$ cat config.mk
export PLATFORM = sky130hd
export DESIGN_NAME = hilo_seq
export DESIGN_NICKNAME = d
export VERILOG_FILES = /design/src/rtl/hilo_seq.sv
export SDC_FILE = /design/constraint.sdc
export NUM_CORES = 1
export LEC_CHECK = 0
export CAP_MARGIN = 20
export CELL_PAD_IN_SITES_DETAIL_PLACEMENT = 2
export CELL_PAD_IN_SITES_GLOBAL_PLACEMENT = 2
export CORE_UTILIZATION = 32
export CTS_CLUSTER_SIZE = 28
export DETAILED_ROUTE_END_ITERATION = 10
export GPL_ROUTABILITY_DRIVEN = 1
export GPL_TIMING_DRIVEN = 0
export PLACE_DENSITY = 0.9
export SLEW_MARGIN = 20
export SYNTH_ARGS = -nofsm -noshare
export SYNTH_HDL_FRONTEND = slang
export SYNTH_SLANG_ARGS = --single-unit
$ cat constraint.sdc
create_clock -name clk -period 4.3 [get_ports clk]
set_input_delay 1.29 -clock clk [delete_from_list [all_inputs] [get_ports clk]]
set_output_delay 1.29 -clock clk [all_outputs]
set_load 0.05 [all_outputs]
$ cat src/rtl/hilo_seq.sv
// hilo_seq: iterative HI/LO multiply/divide unit for the EXE stage.
// Signed/unsigned 32-iteration shift-add multiply and restoring divide.
// Ports:
//   clk, rst_n          clock, asynchronous active-low reset
//   start, op, a, b     request, operation (MULT/MULTU/DIV/DIVU), operands
//   flush               abort the current operation / suppress write-back
//   stall               holds IF/ID/EXE while a request is in flight
//   busy                state is not IDLE
//   done, hilo_wena     one-cycle result-valid pulse / HI,LO write enable
//   hi_wdata, lo_wdata  product high/low or remainder/quotient
module hilo_seq #(
  parameter int unsigned XLEN = 32
) (
  input  logic            clk,
  input  logic            rst_n,
  input  logic            start,
  input  logic [1:0]      op,
  input  logic [XLEN-1:0] a,
  input  logic [XLEN-1:0] b,
  input  logic            flush,
  output logic            stall,
  output logic            busy,
  output logic            done,
  output logic            hilo_wena,
  output logic [XLEN-1:0] hi_wdata,
  output logic [XLEN-1:0] lo_wdata
);

  localparam int unsigned CW  = $clog2(XLEN);
  localparam int unsigned AW  = 2 * XLEN;
  localparam logic [CW-1:0] LAST = CW'(XLEN - 1);

  typedef enum logic [1:0] {
    S_IDLE = 2'd0,
    S_RUN  = 2'd1,
    S_DONE = 2'd2
  } state_t;

  state_t          state_q, state_d;
  logic [CW-1:0]   cnt_q;
  logic [AW-1:0]   acc_q;
  logic [XLEN-1:0] src_q;
  logic            is_div_q;
  logic            neg_q;
  logic            a_neg_q;
  logic            b_zero_q;

  logic            accept;
  logic            is_signed_in;
  logic            a_neg_in;
  logic            b_neg_in;
  logic [XLEN-1:0] a_mag;
  logic [XLEN-1:0] b_mag;

  logic [XLEN:0]   mul_sum;
  logic [AW-1:0]   mul_next;
  logic [XLEN:0]   div_diff;
  logic [AW-1:0]   div_next;
  logic [AW-1:0]   acc_step;
  logic [AW-1:0]   prod_fix;
  logic [XLEN-1:0] quo_fix;
  logic [XLEN-1:0] rem_fix;
  logic [XLEN-1:0] hi_res;
  logic [XLEN-1:0] lo_res;

  // Operand decode: magnitudes and signs for the request at the input.
  always_comb begin
    accept       = 1'b0;
    is_signed_in = ~op[0];
    a_neg_in     = is_signed_in & a[XLEN-1];
    b_neg_in     = is_signed_in & b[XLEN-1];
    a_mag        = a_neg_in ? (~a + XLEN'(1)) : a;
    b_mag        = b_neg_in ? (~b + XLEN'(1)) : b;
    if (state_q == S_IDLE && start && !flush) begin
      accept = 1'b1;
    end
  end

  // One iteration step. Multiply: acc = {partial_hi, multiplier}, shift right
  // after conditional add. Divide: acc = {remainder, dividend/quotient},
  // shift left and keep the subtraction when it does not borrow.
  always_comb begin
    mul_sum  = {1'b0, acc_q[AW-1:XLEN]} + (acc_q[0] ? {1'b0, src_q} : '0);
    mul_next = {mul_sum, acc_q[XLEN-1:1]};
    div_diff = acc_q[AW-1:XLEN-1] - {1'b0, src_q};
    div_next = div_diff[XLEN] ? {acc_q[AW-2:0], 1'b0}
                              : {div_diff[XLEN-1:0], acc_q[XLEN-2:0], 1'b1};
    acc_step = is_div_q ? div_next : mul_next;
  end

  // Sign correction of the final step; divide by zero forces an all-ones
  // quotient while the remainder already equals the original dividend.
  always_comb begin
    prod_fix = neg_q ? (~acc_step + AW'(1)) : acc_step;
    quo_fix  = acc_step[XLEN-1:0];
    if (b_zero_q) begin
      quo_fix = '1;
    end else if (neg_q) begin
      quo_fix = ~acc_step[XLEN-1:0] + XLEN'(1);
    end
    rem_fix  = a_neg_q ? (~acc_step[AW-1:XLEN] + XLEN'(1)) : acc_step[AW-1:XLEN];
    hi_res   = is_div_q ? rem_fix : prod_fix[AW-1:XLEN];
    lo_res   = is_div_q ? quo_fix : prod_fix[XLEN-1:0];
  end

  // State register.
  always_ff @(posedge clk or negedge rst_n) begin
    if (!rst_n) begin
      state_q <= S_IDLE;
    end else begin
      state_q <= state_d;
    end
  end

  // Next state and status outputs.
  always_comb begin
    state_d   = state_q;
    stall     = 1'b0;
    busy      = 1'b0;
    done      = 1'b0;
    hilo_wena = 1'b0;
    case (state_q)
      S_IDLE: begin
        if (accept) begin
          state_d = S_RUN;
        end
      end
      S_RUN: begin
        if (flush) begin
          state_d = S_IDLE;
        end else if (cnt_q == LAST) begin
          state_d = S_DONE;
        end
      end
      S_DONE: begin
        state_d = S_IDLE;
      end
      default: begin
        state_d = S_IDLE;
      end
    endcase
    // rst_n gating keeps stall low while reset holds the FSM in IDLE.
    stall     = rst_n & (accept | (state_q == S_RUN));
    busy      = (state_q != S_IDLE);
    done      = (state_q == S_DONE) & ~flush;
    hilo_wena = done;
  end

  // Datapath registers.
  always_ff @(posedge clk or negedge rst_n) begin
    if (!rst_n) begin
      cnt_q    <= '0;
      acc_q    <= '0;
      src_q    <= '0;
      is_div_q <= 1'b0;
      neg_q    <= 1'b0;
      a_neg_q  <= 1'b0;
      b_zero_q <= 1'b0;
      hi_wdata <= '0;
      lo_wdata <= '0;
    end else begin
      if (accept) begin
        cnt_q    <= '0;
        is_div_q <= op[1];
        neg_q    <= a_neg_in ^ b_neg_in;
        a_neg_q  <= a_neg_in;
        b_zero_q <= (b == '0);
        src_q    <= op[1] ? b_mag : a_mag;
        acc_q    <= {{XLEN{1'b0}}, (op[1] ? a_mag : b_mag)};
      end else if (state_q == S_RUN) begin
        cnt_q <= cnt_q + CW'(1);
        acc_q <= acc_step;
        if (cnt_q == LAST && !flush) begin
          hi_wdata <= hi_res;
          lo_wdata <= lo_res;
        end
      end
    end
  end

endmodule

Word-level counts from Yosys, hierarchy flattened
Cells that the tools add are included.
{"block": "totals", "register_bits": 171, "latchBits": 0, "ram_bits": 0, "mem_bits_ro": 0, "in_bits": 70, "out_inout_bits": 68, "n_memories": 0}
{"block": "op_classes", "addsub": 8, "multipliers": 0, "div_mod_pow": 0, "order_cmp": 0, "eq_ne": 5, "n_shift": 0, "mux": 22, "n_bitwise": 14, "n_reduce_logical": 10}
{"operator": "$mux W32", "n": 10}
{"operator": "$mux W64", "n": 5}
{"operator": "$add A32 B1 Y32 const B", "n": 4}
{"operator": "$not A32 Y32", "n": 4}
{"operator": "$add A64 B1 Y64 const B", "n": 1}
{"operator": "$not A64 Y64", "n": 1}
{"operator": "$add A32 B32 Y33", "n": 1}
{"operator": "$sub A33 B32 Y33", "n": 1}
{"operator": "$logic_not A32 Y1", "n": 1}
{"operator": "$mux W5", "n": 2}
{"operator": "$mux W2", "n": 3}
{"operator": "$add A5 B1 Y5 const B", "n": 1}
{"operator": "$eq A5 B5 Y1 const B", "n": 1}
{"operator": "$and A1 B1 Y1", "n": 4}
{"operator": "$pmux W2 S2", "n": 1}
{"operator": "$reduce_bool A2 Y1", "n": 2}
{"operator": "$logic_and A1 B1 Y1", "n": 3}
{"operator": "$ne A3 B3 Y1 const B", "n": 1}
{"operator": "$not A1 Y1", "n": 3}
{"operator": "$reduce_and A3 Y1", "n": 1}
{"operator": "$eq A2 B1 Y1 const B", "n": 1}
{"operator": "$eq A2 B2 Y1 const B", "n": 1}
{"operator": "$logic_not A2 Y1", "n": 1}
{"operator": "$ne A2 B2 Y1 const B", "n": 1}
{"operator": "other kinds (5)", "n": 5}

Logic depth before layout (Yosys ltp)
Gate-level depths: netlist of the first run.
{"block": "depth", "depth_word": 8, "mapped_depth": 23, "depth_no_buf": 22}

Worst setup path before layout of the first run
Ideal clock, no wire load.
{"block": "synth_timing", "kind": "reg2reg", "startpoint": "reg acc_q[0]", "endpoint": "reg hi_wdata[29]", "setup_time_ns": 0.119, "t_arrival_ns": 4.394, "required_time_ns": 4.181, "path_slack_ns": -0.213, "path_stages_with_launch": 18, "path_buffers": 1, "synth_period_minus_slack_ns": 4.513, "path_cell_list": "dfrtp_1 -> clkbuf_1 -> and2_1 -> ha_1 -> fa_1 -> a21o_1 -> a311o_1 -> a41oi_1 -> nand2_1 -> xnor2_1 -> o22ai_1 -> a211oi_2 -> nand4bb_1 -> or3_1 -> or4_4 -> o31ai_2 -> a21boi_0 -> a21bo_1"}
{"block": "synth_via", "elab_chain_len": 7, "word_cells_on_any_way": 11, "classes_between": "3 x add/sub; 6 x mux; 2 x bitwise"}
{"element": "start, declared", "line": "41", "source": "logic [AW-1:0] acc_q;"}
{"element": "start signal, assigned", "line": "169", "source": "acc_q <= {{XLEN{1'b0}}, (op[1] ? a_mag : b_mag)};"}
{"element": "start signal, assigned", "line": "172", "source": "acc_q <= acc_step;"}
{"element": "$mux W32", "line": "83", "source": "mul_sum = {1'b0, acc_q[AW-1:XLEN]} + (acc_q[0] ? {1'b0, src_q} : '0);"}
{"element": "$add A32 B32 Y33", "line": "83"}
{"element": "$mux W64 (*)", "line": "88", "source": "acc_step = is_div_q ? div_next : mul_next;"}
{"element": "$not A64 Y64 / $not A32 Y32 (equally long branches)", "line": "94, 101"}
{"element": "$add A64 B1 Y64 / $add A32 B1 Y32 (equally long branches)", "line": "94, 101"}
{"element": "$mux W64 / $mux W32 (equally long branches)", "line": "94, 101"}
{"element": "$mux W32 (*)", "line": "102", "source": "hi_res = is_div_q ? rem_fix : prod_fix[AW-1:XLEN];"}
{"element": "end signal, assigned", "line": "174", "source": "hi_wdata <= hi_res;"}
{"element": "end, declared", "line": "25", "source": "output logic [XLEN-1:0] hi_wdata,"}
Mark *: on every way between the ends. The rest lies on a longest branch, timed or not.
A chain may end at the register's enable or synchronous reset.

Worst setup path after layout of the first run
{"block": "layout_timing", "startpoint": "reg acc_q[48]", "endpoint": "reg hi_wdata[29]"}
{"block": "layout_via", "elab_chain_len": 7, "word_cells_on_any_way": 11, "classes_between": "4 x add/sub; 5 x mux; 2 x bitwise"}
{"element": "$sub A33 B32 Y33", "line": "85", "source": "div_diff = acc_q[AW-1:XLEN-1] - {1'b0, src_q};"}
{"element": "$mux W64", "line": "86", "source": "div_next = div_diff[XLEN] ? {acc_q[AW-2:0], 1'b0}"}
{"element": "$mux W64 (*)", "line": "88"}
{"element": "$not A64 Y64 / $not A32 Y32 (equally long branches)", "line": "94, 101"}
{"element": "$add A64 B1 Y64 / $add A32 B1 Y32 (equally long branches)", "line": "94, 101"}
{"element": "$mux W64 / $mux W32 (equally long branches)", "line": "94, 101"}
{"element": "$mux W32 (*)", "line": "102"}
Marked as above.

==> run summary, run 1 <==
Design internal power - 7.75 mW
Number of enable flip-flop cells after synthesis - 0
Number of instances in the synthesized netlist - 2092
Final count of pins violating max slew - 0
Overflow after GRT - 0
Final critical-path share of the clock period - 1.24
Max Clock Freq - 188 MHz
Max-cap violation count - 1
Worst voltage drop across the vdd grid - 0.000354 V
Drc violations - 0
Largest net degree at the start of global routing - 74
Sum of negative setup slack - -32.16 ns
GR Util All Layers - 0.348
Hold depth - 2
Routed Wire Length - 108 mm
Die ar. - 0.0505 mm^2
Die outline height - 225 um
Detailed Route Iter0 Violations - 1946
Gp weighted congestion - 0.943
Worst path required time - 4.74 ns
Num rows - 81
CTS tree - built
H-Tree Level Count - 4
Clock Tree Buf Depth - 2
Core ar. - 0.0490 mm^2
WS Path Type - flip-flop to flip-flop
Result of the run - finished, violations left
Critical path launch point type - flip-flop
Worst Tran Pin Value - 1.48 ns
Wire length of the first global-routing pass - 132 mm
Vias per cell - 6.68
Detailed-router iteration count before antenna repair - 5
Cell chosen for the clock root - clkbuf_16
Power density relative to cell area - 841 mW/mm^2
Net Switching - 10.5 mW
Terminating pin of the worst hold path - hi_wdata[16]
Mean area per synthesized cell - 7.58 um^2
Count of hold buffers inserted by post-cts repair - 0
Violated checks - capacitance limit, setup timing
Distinct cells, synth - 97
Area grow syn2layout - 36.6%
Die width - 225 um
Number of nets in the layout - 2525
Synth async-reset ratio - 1.00
Worst reg2reg startpoint - acc_q[48]
Setup slack of the critical path after layout - -1.02 ns
Input/output buffers - 136
CP max FO - 6
Vias - 20500
Arrival time worst endpoint - 5.76 ns
Number of hold-slack violations in the final timing report - 0
Area of the mapped netlist - 0.0159 mm^2
Endpoint type of the worst setup path - flip-flop
Share of cells above drive strength 1 - 0.205
Primary flip-flop cell chosen by synthesis mapping - dfrtp_1
RSZ-0062 raised after global routing - true
Net Sw Frac - 0.575
Effective utilization at floorplan - 0.324
Comb pwr share - 0.759
Power share of the sequential group - 0.146
Sequential share of the synthesized area - 0.270
Flip-flop and latch count after synthesis - 171
Class of the tightest hold or removal check - flip-flop to flip-flop
Syn. warnings - 0
Via count of the first global-routing pass - 20800
Worst-Skew Late Latency - 0.52 ns
Boundary Pins - 138
Antenna violations before repair - 12
Static leakage - 8.84 nW
Min-delay src - hi_wdata[16]
Number of routed nets with antenna violations - 0
CTS sink count - 171
Wire length per cell after detailed routing - 35.0 um
Clock Skews - 0.0341 ns
Clock network fraction of design power - 0.095
Final critical path time including I/O delays and setup - 5.32 ns
Slew HR - 0.00523
HPWL Detailed - 61.0 mm
R2R Path End - hi_wdata[29]
CTS clk-pin slew, worst paths - 0.10 ns
Net count of the mapped netlist - 2234
Clock buffers created by TritonCTS - 17
Flop-to-flop setup slack - -1.02 ns
Standard cell area after detailed placement - 0.0181 mm^2
Count of final setup violators - 81
Final cell area excluding filler cells - 0.0217 mm^2
Cells on worst reg2reg path - 19
## flip-flops by register name, summed over array words and instances, names as in the netlist
| signal | count |
|---|---|
| state_q | 2 |
| cnt_q | 5 |
| b_zero_q | 1 |
| hi_wdata | 32 |
| acc_q | 64 |
| neg_q | 1 |
| src_q | 32 |
| is_div_q | 1 |
| a_neg_q | 1 |
| lo_wdata | 32 |
## area by class of cell
class	count	area, um^2
Timing Repair Buffer	276	2540
Tap cell	664	831
Buffer	114	616
Antenna cell	11	27.5
Clock buffer	18	439
Clock inverter	14	155
Fill cell	5376	27300
Multi-Input combinational cell	1727	12500
Sequential cell	171	4300
Inverter	76	292
## critical path, stage by stage (launching register included)
cell and delay [ns]:
dfrtp_1 0.55, ha_1 0.56, a21oi_2 0.13, o21ai_2 0.38
nand3_1 0.23, o2111ai_4 0.20, a31oi_4 0.12, buf_6 0.19
xnor2_4 0.13, buf_6 0.15, buf_4 0.14, buf_6 0.13
a221oi_4 0.29, buf_6 0.21, o21ai_2 0.11, or4_4 0.59
or4_4 0.48, o31ai_4 0.25, a32oi_1 0.18, a21bo_1 0.23
## power by group through the flow
stage | clock network [mW] | registers [mW] | logic [mW]
3_5_place_dp | 0 | 2.51 | 8.47
6_report | 1.73 | 2.67 | 13.8
2_1_floorplan | 0 | 2.39 | 5.62
4_1_cts | 1.63 | 2.51 | 10.4
5_1_grt | 1.76 | 2.66 | 14.0
3_3_place_gp | 0 | 2.48 | 8.16
## synth_stat cells (all sizes together) (5+ instances only)
cell,instances,area share
nand2,266,0.063
o21ai,208,0.066
a21oi,193,0.064
nor2,185,0.044
dfrtp,171,0.27
xnor2,117,0.065
clkbuf,86,0.020
inv,73,0.017
ha,70,0.055
nand3,66,0.021
and2,56,0.022
mux2i,50,0.032
xor2,48,0.026
nor3,45,0.015
o211ai,44,0.021
a21o,33,0.016
buf,32,0.011
a31oi,28,0.012
nand4,22,0.0087
and3,20,0.0079
or3,20,0.0079
nor4,18,0.0079
o31ai,17,0.0084
nand2b,16,0.0063
a211oi,15,0.0080
nor2b,12,0.0047
nor3b,11,0.0059
mux2,10,0.0071
a31o,9,0.0050
o21a,9,0.0043
or2,9,0.0035
a21boi,8,0.0038
o2111ai,8,0.0048
o221ai,8,0.0044
o22ai,8,0.0032
or4,8,0.0043
a22oi,7,0.0042
o41ai,7,0.0043
a41oi,5,0.0028
nand3b,5,0.0024
o21bai,5,0.0024
## timing repair
| action | 4_1_cts | 5_1_grt |
|---|---|---|
| resized for setup | 248 | 187 |
| pin swaps | 77 | 79 |
| setup endpoints to repair | 106 | 93 |
| buffers inserted | 76 | 70 |
## cells by family (layout without fill, tap and decap cells)
logic type	Yosys count	after routing	share of synthesized area
adder cells (fa/ha/maj)	72	72	0.0577
AND/OR/NAND/NOR	774	774	0.233
AO/OA/AOI/OAI	656	656	0.261
buffers and inverters	194	498	0.0495
flip-flops	171	171	0.270
multiplexers	60	60	0.0386
other	0	11	0
XOR/XNOR	165	165	0.0911
## worst max path at each step
stage / slack (ns) / depth (start not counted) / end / from
3_5_place_dp: -1.66 / 23 / hi_wdata[26] / acc_q[31]
4_1_cts: -0.52 / 22 / hi_wdata[20] / acc_q[31]
2_1_floorplan: -0.02 / 18 / hi_wdata[18] / acc_q[31]
6_report: -1.02 / 19 / hi_wdata[29] / acc_q[48]
3_3_place_gp: -6.01 / 3 / stall / rst_n
5_1_grt: -1.08 / 23 / hi_wdata[14] / acc_q[48]
## per-layer routing
metal	GRT usage	vias up	share of wire
met3	0.0588	628	0.087
met1	0.396	10400	0.35
met5	0	-	0.00019
met4	0.257	4	0.096
li1	-	8094	-
met2	0.585	1409	0.46
## stage by stage
step | utilization | worst slack, ns | total power, mW | instances | hold slack [ns]
after global placement | 0.369 | -6.01 | 10.6 | 2892 | 0.469
final | 0.443 | -1.02 | 18.2 | 3071 | 0.502
after detailed placement | 0.371 | -1.66 | 11.0 | 2894 | 0.476
after global routing | 0.442 | -1.08 | 18.4 | 3060 | 0.534
after floorplan | - | -0.0235 | 8.01 | 2092 | 0.461
after CTS | 0.416 | -0.516 | 14.5 | 2996 | 0.499
## cells in the final DEF, fill, tap and decap left out, types with 10 or more instances in the layout
master / count
nand2_1: 252
nor2_1: 171
a21oi_1: 169
o21ai_0: 166
dfrtp_1: 151
clkdlybuf4s50_1: 131
buf_4: 127
xnor2_1: 96
clkbuf_1: 71
inv_1: 69
nand3_1: 62
and2_1: 54
ha_1: 50
o211ai_1: 43
xor2_1: 41
nor3_1: 40
mux2i_1: 35
a21o_1: 32
buf_6: 28
o21ai_1: 28
nand4_1: 22
a31oi_1: 20
dfrtp_2: 20
clkbuf_16: 18
a21oi_2: 17
or3_1: 17
and3_1: 17
nand2b_1: 16
xnor2_2: 16
ha_4: 16
nor2b_1: 12
diode_2: 11
o31ai_1: 11
nor4_1: 10
a211oi_1: 10
(Power assumes the default switching activity.)
==> inputs of run 2 (changes only) <==
--- a/config.mk
+++ b/config.mk
@@ -13,7 +13,7 @@
 export DETAILED_ROUTE_END_ITERATION = 10
 export GPL_ROUTABILITY_DRIVEN = 1
 export GPL_TIMING_DRIVEN = 0
-export PLACE_DENSITY = 0.9
+export PLACE_DENSITY_LB_ADDON = 0.15
 export SLEW_MARGIN = 20
 export SYNTH_ARGS = -nofsm -noshare
 export SYNTH_HDL_FRONTEND = slang
==> run 2 against run 1 <==
Clock-buffer cell count unchanged. Largest power group unchanged. Via count decreased by 13%. Cell area decreased by 2.7%. Setup slack improved by 0.60 ns. The run ends with setup timing left. Critical path depth increased by 4. First-iteration DRC count decreased by 50%. Flip-flop and latch count unchanged. Worst hold slack got worse by 0.0067 ns.
==> run summary, run 2 (same netlist as run 1, synthesis figures left out) <==
Worst path required time - 4.66 ns (-0.08 ns)
HPWL Detailed - 61.9 mm (+1.5%)
Result of the run - finished, violations left
Wire length of the first global-routing pass - 121 mm (-8.1%)
CTS tree - built
Worst voltage drop across the vdd grid - 0.000383 V (+8.1%)
Worst-Skew Late Latency - 0.49 ns (-0.03 ns)
Vias - 17900 (-13%)
Detailed Route Iter0 Violations - 966 (-50%)
Placed cell count - 2893 (-0.035%)
Series of cell instances along the critical path - ha_4, nand4_1, nor3_4, nor2_4, a22oi_4, a31oi_4, buf_12, xnor2_4, buf_8, a21boi_4, ha_4, nand4_1, nor2_2, nand2_2, nor2_4, nand4_1, buf_4, a21oi_4, nand2_4, buf_4, a21oi_2, or3_1, nand3_1
Worst Tran Pin Value - 1.02 ns (-0.466 ns)
Power density relative to cell area - 753 mW/mm^2 (-10%)
Setup slack of the critical path after layout - -0.421 ns (+0.599 ns)
Slowest cell on crit path - dfrtp_2
Most flops, register - acc_q
Via count of the first global-routing pass - 19600 (-5.6%)
Area grow syn2layout - 32.9%
Clock buffers created by TritonCTS - 17 (unchanged)
Critical path's largest stage delay - 0.50 ns (-0.09 ns)
Drc violations - 0 (unchanged)
Input/output buffers - 136 (unchanged)
Sum of negative setup slack - -7.62 ns (+24.54 ns)
Boundary Pins - 138 (unchanged)
Effective utilization at floorplan - 0.324 (unchanged)
Final cell area excluding filler cells - 0.0211 mm^2 (-2.7%)
Total Power - 15.9 mW (-13%)
Final critical path time including I/O delays and setup - 4.72 ns (-0.599 ns)
Final critical-path share of the clock period - 1.10 (-0.139)
Max FFs per register - 64 (unchanged)
Slew HR - 0.323 (+0.318)
Standard cell area after detailed placement - 0.0181 mm^2 (-0.15%)
Num rows - 81 (unchanged)
Power share of the sequential group - 0.161 (+0.015)
CTS clk-pin slew, worst paths - 0.08 ns (-0.02 ns)
Share of cells above drive strength 1 - 0.185 (-0.0203)
Most frequent standard cell in the layout excluding fill and tap cells - nand2_1
Post-route insts no fill - 3032 (-1.3%)
Class of the tightest hold or removal check - flip-flop to flip-flop
CTS sink count - 171 (unchanged)
Overflow after GRT - 0 (unchanged)
Die width - 225 um (unchanged)
Count of hold buffers inserted by post-cts repair - 0 (unchanged)
Worst reg2reg startpoint - acc_q[39]
Utilization of the core after routing - 0.431 (-0.0121)
R2R Path End - hi_wdata[22]
CP max FO - 7 (+1)
Wire length per cell after detailed routing - 27.1 um (-23%)
Design internal power - 7.39 mW (-4.7%)
Routed Wire Length - 82.0 mm (-24%)
Most used cell along the critical path - nand4_1
GR Util All Layers - 0.320 (-0.0277)
Critical path launch point type - flip-flop
Final count of pins violating max slew - 0 (unchanged)
Arrival time worst endpoint - 5.08 ns (-0.68 ns)
Antenna violations before repair - 1 (-11)
WS Path Type - flip-flop to flip-flop
Crit path launch - acc_q[39]
Largest net degree at the start of global routing - 94 (+27%)
Endpoint type of the worst setup path - flip-flop
Die ar. - 0.0505 mm^2 (unchanged)
Net Switching - 8.48 mW (-19%)
Clock Tree Buf Depth - 2 (unchanged)
Die outline height - 225 um (unchanged)
Count of final setup violators - 29 (-64%)
Detailed-router iteration count before antenna repair - 5 (unchanged)
Highest-count cells in the layout ignoring fill and taps - nand2_1, nor2_1, a21oi_1
Static leakage - 8.60 nW (-2.7%)
Comb pwr share - 0.731 (-0.028)
Gp weighted congestion - 0.941 (-0.16%)
Flop-to-flop setup slack - -0.42 ns (+0.60 ns)
Net Sw Frac - 0.534 (-0.0402)
Core ar. - 0.0490 mm^2 (unchanged)
Number of routed nets with antenna violations - 0 (unchanged)
Violated checks - setup timing
Max Clock Freq - 212 MHz (+13%)
Last element of the critical path - hi_wdata[22]
H-Tree Level Count - 4 (unchanged)
Number of nets in the layout - 2496 (-1.1%)
Cell chosen for the clock root - clkbuf_16
Clock network fraction of design power - 0.107 (+0.012)
Vias per cell - 5.91 (-11%)
RSZ-0062 raised after global routing - true
Max-cap violation count - 0 (-1)
Number of hold-slack violations in the final timing report - 0 (unchanged)
Clock Skews - 0.0129 ns (-0.0212 ns)
Cells on worst reg2reg path - 23 (+4)
run 2: power by group through the flow:
| stage | sequential [mW] | combinational (mW) | clock, mW |
|---|---|---|---|
| 5_1_grt | 2.58 | 12.2 | 1.77 |
| 4_1_cts | 2.53 | 10.4 | 1.71 |
| 2_1_floorplan | 2.39 | 5.62 | 0 |
| 3_5_place_dp | 2.53 | 8.58 | 0 |
| 3_3_place_gp | 2.51 | 8.32 | 0 |
| 6_report | 2.56 | 11.6 | 1.70 |
run 2: worst min-delay path by stage:
stage            startpoint  depth (start not counted)            to
6_report       hi_wdata[24]                          2  hi_wdata[24]
5_1_grt        hi_wdata[26]                          2  hi_wdata[26]
4_1_cts         hi_wdata[9]                          2   hi_wdata[9]
3_5_place_dp    hi_wdata[9]                          2   hi_wdata[9]
3_3_place_gp   hi_wdata[26]                          2  hi_wdata[26]
2_1_floorplan      b_zero_q                          2      b_zero_q
run 2: routing by layer:
metal  GRT usage  share of wire  routed length (um)  vias to the layer above
met3      0.0338          0.031                2560                      220
met4       0.181          0.066                5400                        0
li1            -              -                   -                     8023
met2       0.566           0.50               40900                      475
met5           0              0                   0                        -
met1       0.376           0.40               33200                     9204
run 2: cell type report:
| cell class | count | area [um^2] |
|---|---|---|
| clock inverter | 14 | 175 |
| timing repair buffer | 251 | 2320 |
| tap | 664 | 831 |
| sequential | 171 | 4310 |
| fill | 5557 | 27900 |
| antenna | 1 | 2.50 |
| buffer | 110 | 573 |
| inverter | 76 | 289 |
| multi-input combinational | 1727 | 12200 |
| clock buffer | 18 | 429 |
run 2: repair_timing:
action / 4_1_cts / 5_1_grt
setup endpoints to repair: 115 / 81
resized for setup: 254 / 108
pin swaps: 67 / 63
setup buffers: 72 / 44
gates cloned: 0 / 0
run 2: worst max-delay path: cells and delay by family, from the launching register on:
family,cells,cell delay (ns)
AND/OR/NAND/NOR,11,1.75
AO/OA/AOI/OAI,5,0.92
buffers and inverters,4,0.75
adder cells (fa/ha/maj),2,0.51
flip-flops,1,0.50
XOR/XNOR,1,0.13
run 2: per-stage QoR:
step,hold slack (ns),setup WS [ns]
floorplan,0.461,-0.0235
global placement,0.465,-6.25
global route,0.521,-0.590
detailed placement,0.476,-1.96
finish,0.496,-0.421
CTS,0.493,-0.480
